==> config.mk <==
export PLATFORM = sky130hd
export DESIGN_NAME = acc_requant_writeback
export DESIGN_NICKNAME = d
export VERILOG_FILES = /design/src/rtl/acc_requant_writeback.sv
export SDC_FILE = /design/constraint.sdc
export NUM_CORES = 1
export LEC_CHECK = 0
export BUFFER_PORTS_ARGS = -buffer_cell sky130_fd_sc_hd__clkbuf_2
export CORE_AREA = 5 5 198 200
export CTS_CLUSTER_SIZE = 40
export DETAILED_ROUTE_END_ITERATION = 7
export DIE_AREA = 0 0 203 205
export PLACE_DENSITY = 0.71
export SYNTH_ARGS = -nofsm -noshare
export SYNTH_HDL_FRONTEND = slang
export SYNTH_SLANG_ARGS = --single-unit
==> constraint.sdc <==
create_clock -name clk -period 9.8 [get_ports clk]
set_input_delay 0.98 -clock clk [delete_from_list [all_inputs] [get_ports clk]]
set_output_delay 0.98 -clock clk [all_outputs]
set_load 0.005 [all_outputs]
==> src/rtl/acc_requant_writeback.sv <==
// acc_requant_writeback: requantises accumulator tiles, packs PACK tiles per line, writes lines
// to the result SRAM at a wrapping address. Macro REQUANT_RELU_EN selects ReLU output.
module acc_requant_writeback #(
   parameter int TILE_SIZE  = 4,
   parameter int ACC_WIDTH  = 32,
   parameter int DATA_WIDTH = 16,
   parameter int FRAC_BITS  = 8,
   parameter int PACK       = 4,
   parameter int ADDR_W     = 4,
   parameter int NUM_LINES  = 16
) (
   input  logic                                 clk,
   input  logic                                 rst,
   input  logic                                 start,
   input  logic                                 s_axis_TVALID,
   output logic                                 s_axis_TREADY,
   input  logic [TILE_SIZE*ACC_WIDTH-1:0]       reduced_vec,
   output logic                                 wr_en,
   input  logic                                 wr_ready,
   output logic [ADDR_W-1:0]                    wr_addr,
   output logic [PACK*TILE_SIZE*DATA_WIDTH-1:0] wr_data,
   output logic                                 done,
   output logic [15:0]                          sat_cnt
);
   localparam int VEC_W  = TILE_SIZE*DATA_WIDTH;
   localparam int LINE_W = PACK*VEC_W;
   localparam int SLOT_W = (PACK > 1) ? $clog2(PACK) : 1;
   localparam logic FILL = 1'b0;
   localparam logic HOLD = 1'b1;
   localparam logic signed [ACC_WIDTH:0] RND  = (ACC_WIDTH+1)'(1 << (FRAC_BITS-1));
   localparam logic signed [ACC_WIDTH:0] MAXV = (ACC_WIDTH+1)'((1 << (DATA_WIDTH-1)) - 1);
   localparam logic signed [ACC_WIDTH:0] MINV = ~MAXV;

   logic [VEC_W-1:0]  q_vec_q, q_vec_d, req_vec;
   logic              q_valid_q, q_valid_d;
   logic              state_q, state_d;
   logic [SLOT_W-1:0] slot_q, slot_d;
   logic [ADDR_W-1:0] wr_addr_q, wr_addr_d;
   logic [LINE_W-1:0] wr_data_q, wr_data_d;
   logic              done_q, done_d;
   logic [15:0]       sat_cnt_q, sat_cnt_d, n_sat;
   logic [16:0]       sat_sum;
   logic [TILE_SIZE-1:0] sat_flag;
   logic              accept, q_adv, wr_hs;

   // start freezes the register stage for one cycle so a held vector carries into the new frame
   assign q_adv         = q_valid_q && (state_q == FILL || wr_ready) && !start;
   assign s_axis_TREADY = !rst && (!q_valid_q || q_adv);
   assign accept        = s_axis_TVALID && s_axis_TREADY;
   assign wr_hs         = (state_q == HOLD) && wr_ready && !start;

   for (genvar i = 0; i < TILE_SIZE; i++) begin : g_lane
      logic signed [ACC_WIDTH:0] ext, sum, t;
      logic [DATA_WIDTH-1:0]     res;
      logic                      pos, neg;
      assign ext = {reduced_vec[i*ACC_WIDTH+ACC_WIDTH-1], reduced_vec[i*ACC_WIDTH +: ACC_WIDTH]};
      assign sum = ext + RND;
      assign t   = sum >>> FRAC_BITS;
      always_comb begin
         pos = (t > MAXV);
         neg = (t < MINV);
         res = t[DATA_WIDTH-1:0];
         if (pos)      res = MAXV[DATA_WIDTH-1:0];
         else if (neg) res = MINV[DATA_WIDTH-1:0];
`ifdef REQUANT_RELU_EN
         if (t[ACC_WIDTH]) res = '0;
`endif
      end
`ifdef REQUANT_RELU_EN
      assign sat_flag[i] = pos;
`else
      assign sat_flag[i] = pos | neg;
`endif
      assign req_vec[i*DATA_WIDTH +: DATA_WIDTH] = res;
   end

   always_comb begin
      q_vec_d   = q_vec_q;
      q_valid_d = q_valid_q;
      state_d   = state_q;
      slot_d    = slot_q;
      wr_addr_d = wr_addr_q;
      wr_data_d = wr_data_q;
      done_d    = 1'b0;
      n_sat     = '0;
      sat_sum   = '0;
      for (int i = 0; i < TILE_SIZE; i++) n_sat = n_sat + 16'(sat_flag[i]);
      sat_cnt_d = start ? '0 : sat_cnt_q;
      if (q_adv) q_valid_d = 1'b0;
      if (accept) begin
         q_vec_d   = req_vec;
         q_valid_d = 1'b1;
         sat_sum   = {1'b0, sat_cnt_d} + {1'b0, n_sat};
         sat_cnt_d = sat_sum[16] ? 16'hFFFF : sat_sum[15:0];
      end
      if (wr_hs) begin
         done_d    = (wr_addr_q == ADDR_W'(NUM_LINES-1));
         wr_addr_d = done_d ? '0 : wr_addr_q + 1'b1;
         state_d   = FILL;
      end
      // in HOLD slot_q is 0, so a write-out cycle can refill slot 0 in the same edge
      if (q_adv) begin
         wr_data_d[slot_q*VEC_W +: VEC_W] = q_vec_q;
         if (slot_q == SLOT_W'(PACK-1)) begin
            state_d = HOLD;
            slot_d  = '0;
         end else begin
            slot_d = slot_q + 1'b1;
         end
      end
      if (start) begin
         slot_d    = '0;
         wr_addr_d = '0;
         state_d   = FILL;
      end
   end

   always_ff @(posedge clk or posedge rst) begin
      if (rst) begin
         q_vec_q   <= '0;
         q_valid_q <= 1'b0;
         state_q   <= FILL;
         slot_q    <= '0;
         wr_addr_q <= '0;
         wr_data_q <= '0;
         done_q    <= 1'b0;
         sat_cnt_q <= '0;
      end else begin
         q_vec_q   <= q_vec_d;
         q_valid_q <= q_valid_d;
         state_q   <= state_d;
         slot_q    <= slot_d;
         wr_addr_q <= wr_addr_d;
         wr_data_q <= wr_data_d;
         done_q    <= done_d;
         sat_cnt_q <= sat_cnt_d;
      end
   end

   assign wr_en   = (state_q == HOLD);
   assign wr_addr = wr_addr_q;
   assign wr_data = wr_data_q;
   assign done    = done_q;
   assign sat_cnt = sat_cnt_q;
endmodule
==> impl_metrics.toml <==
[worst_setup_path]
r2r_start = "slot_q[0]"
crit_top_cell = "nand3_1"
worst-r2r-setup-slack_ns = 6.74
cp_top_family = "simple AND/OR/NAND/NOR gates"
worstPathMaxFanout = 7
arrival_ns = 5.70
critPathKind = "input port to register"
cpPeakStageDelay_ns = 0.68
cp-end-kind = "register"
start_kind = "input port"
path_depth = 20
path_cells = "clkbuf_2 -> ha_1 -> nand3_1 -> nor3_1 -> nand3_1 -> a211oi_1 -> nand3_1 -> nor2_1 -> a21oi_1 -> fa_1 -> inv_1 -> fa_1 -> inv_1 -> fa_1 -> nand2_1 -> nor2_1 -> nand3_1 -> or4b_2 -> o21ai_0 -> nor2_1"
reg2reg_depth = 6
r2r-end = "wr_data[108]"
cpMaxStageDelayCell = "or4b_2"
cp_data_required_time_ns = 10.19
path_buf_inv = 3

[hold_path]
hold_class = "register to register"
holdCritStartpoint = "wr_data[134]"
min_to = "wr_data[134]"
whs_path_depth = 2

[drt]
via_per_inst = 5.41
drt_iter0_drc = 887
drc_errors = 0
vias = 14705
drtPass1Iterations = 5
final_antenna_net_count = 0
wl_um = 50700
routedWlPerCell_um = 18.7

[yosys]
yosysWarnings = 0
ys_seq_area_frac = 0.525
ys_async_sr_fraction = 1.00
ys.flop_type = "dfrtp_1"
syn_area_per_cell_sq_um = 8.71
syn-cell-area_sq_um = 16500
synth_top_area_cell = "dfrtp_1"
yosys-top-cells-count = "nand2_1 (595), dfrtp_1 (345), o21ai_0 (293), clkbuf_1 (109), nor2_1 (69)"
syn-num-nets = 2036
syn_inst = 1888
synth.area.top_cells = "dfrtp_1 (52%), nand2_1 (14%), o21ai_0 (8.9%), clkbuf_1 (2.5%), xor2_1 (1.9%)"
synth_cell_types = 73
synth_top_area_share = 0.525
synth_edf_count = 0
synth_most_common_cell = "nand2_1"
synth_seq_cells = 345

[clock_tree]
cts_resized = 0
clockBufferDepth = 3
clock-sinks = 345
insertion_delay_ns = 0.53
clk_pin_slew_ns = 0.06
cts_hold_buf = 0
cts_setup_buffers = 0
htreeDepth = 2
cts_tree = "done"
cts_made_buffers = 38
cts-root-buf = "clkbuf_16"

[grt]
track_usage = 0.238
overflow = 0
grt_max_degree = 108
grt_pass1_wl_um = 79900
grt_antenna_before_repair = 3
grt_pass1_vias = 14160

[timing]
hold_viol_final = 0
relSlewSlack = 0.204
skew_ns = 0.0150
maxSlewViolCount = 0
finalCritPeriodShare = 0.542
post-route-worst-setup-slack_ns = 4.49
rsz0062_at_grt = "no"
fin_tns_setup_ns = 0
hold_slack_ns = 0.474
worst_pin_slew_ns = 1.19
fmax_mhz = 188
min_period_ns = 5.31
setup_viol = 0

[final_layout]
fin_nets = 2361
final_cell_area_sq_um = 20000
drive_above_1_share = 0.223
fillers = 3437
areaGrowthSynthToFinish_pct = 21.8

[die]
die_area_sq_um = 41600
die_y_um = 205
fp.dieW_um = 203
core_sq_um = 37200
start_util = 0.442
rows = 71
ios = 412

[pwr]
p_leak_nw = 9.26
ir_drop_mv = 0.0832
total_power_mw = 3.74
p_per_area_nw_per_um2 = 186

[placement]
place_congestion = 0.883
place_ws_ns = 3.96
dpl_cell_area_sq_um = 18700
dp_hpwl_um = 36000
io_buffers = 383

[job]
max-cap-violations = 0

[run_status]
status = "finished, final reports clean"
-- metrics by stage --
stage,instances,util
final,2716,0.539
after global routing,2716,0.539
after CTS,2713,0.538
after detailed placement,2647,0.502
after global placement,2647,0.502
after floorplan,1888,-
-- cells by family after synthesis --
family,Yosys count,synth area share
flops,345,0.525
simple gates,884,0.237
fa+ha+maj,15,0.0128
xor+xnor,69,0.0367
mux,9,0.00578
compound gates,433,0.151
buf+inv,133,0.0322
-- tightest hold or removal path: stages (launching register included) --
cell and delay (ns):
dfrtp_1 0.34, nand2_1 0.04, o21ai_0 0.06
-- cell type report --
type | instances | area, sq um | share of cell area
timing repair buffer | 401 | 2050 | 0.102
tap | 474 | 593 | 0.0296
inverter | 17 | 67.6 | 0.00337
antenna | 3 | 7.51 | 0.000375
multi-input combinational | 1410 | 7350 | 0.367
sequential | 345 | 8630 | 0.431
clock inverter | 17 | 224 | 0.0112
clock buffer | 49 | 1120 | 0.0557
-- worst max-delay path by stage --
stage          slack [ns]             start     endpoint
2_1_floorplan        1.79               rst  q_vec_q[17]
4_1_cts              4.52  reduced_vec[103]  sat_cnt[14]
3_3_place_gp         3.97  reduced_vec[103]  sat_cnt[14]
6_report             4.49  reduced_vec[103]  sat_cnt[14]
3_5_place_dp         3.96  reduced_vec[103]  sat_cnt[14]
5_1_grt              4.15  reduced_vec[103]  sat_cnt[14]
-- sequential cells by signal, indices dropped and copies added (netlist names) --
signal	flops
done	1
q_valid_q	1
q_vec_q	64
sat_cnt	16
slot_q	2
wr_addr	4
wr_data	256
wr_en	1
-- power breakdown --
group | switching [mW] | internal [mW]
clock network | 0.589 | 0.936
registers | 0.150 | 1.57
logic | 0.304 | 0.189
-- per-layer routing --
metal  vias to the layer above  routed length (um)  GRT usage
li1                       7115                   -          -
met1                      7007               21900      0.324
met2                       495               23400      0.381
met3                        88                3930     0.0592
met4                         0                1480     0.0710
met5                         -                   0          0
-- cells in the final DEF, fill, tap and decap left out, types with 6 or more instances in the layout --
cell and n:
a211oi_1 12, a21oi_1 43, a221o_1 10, a31oi_1 8
and2_1 9, and3_1 23, and4_1 11, buf_4 18
clkbuf_16 41, clkbuf_2 383, clkbuf_8 6, clkinv_2 8
dfrtp_1 345, ha_1 12, inv_1 16, nand2_1 591
nand2b_1 11, nand3_1 48, nand3b_1 6, nand4_1 31
nor2_1 69, nor3_1 27, nor3b_1 7, nor4_1 9
o211ai_1 9, o21ai_0 293, o311ai_0 16, o31ai_1 8
or3_1 8, xnor2_1 33, xor2_1 36
(Power assumes the default switching activity.)
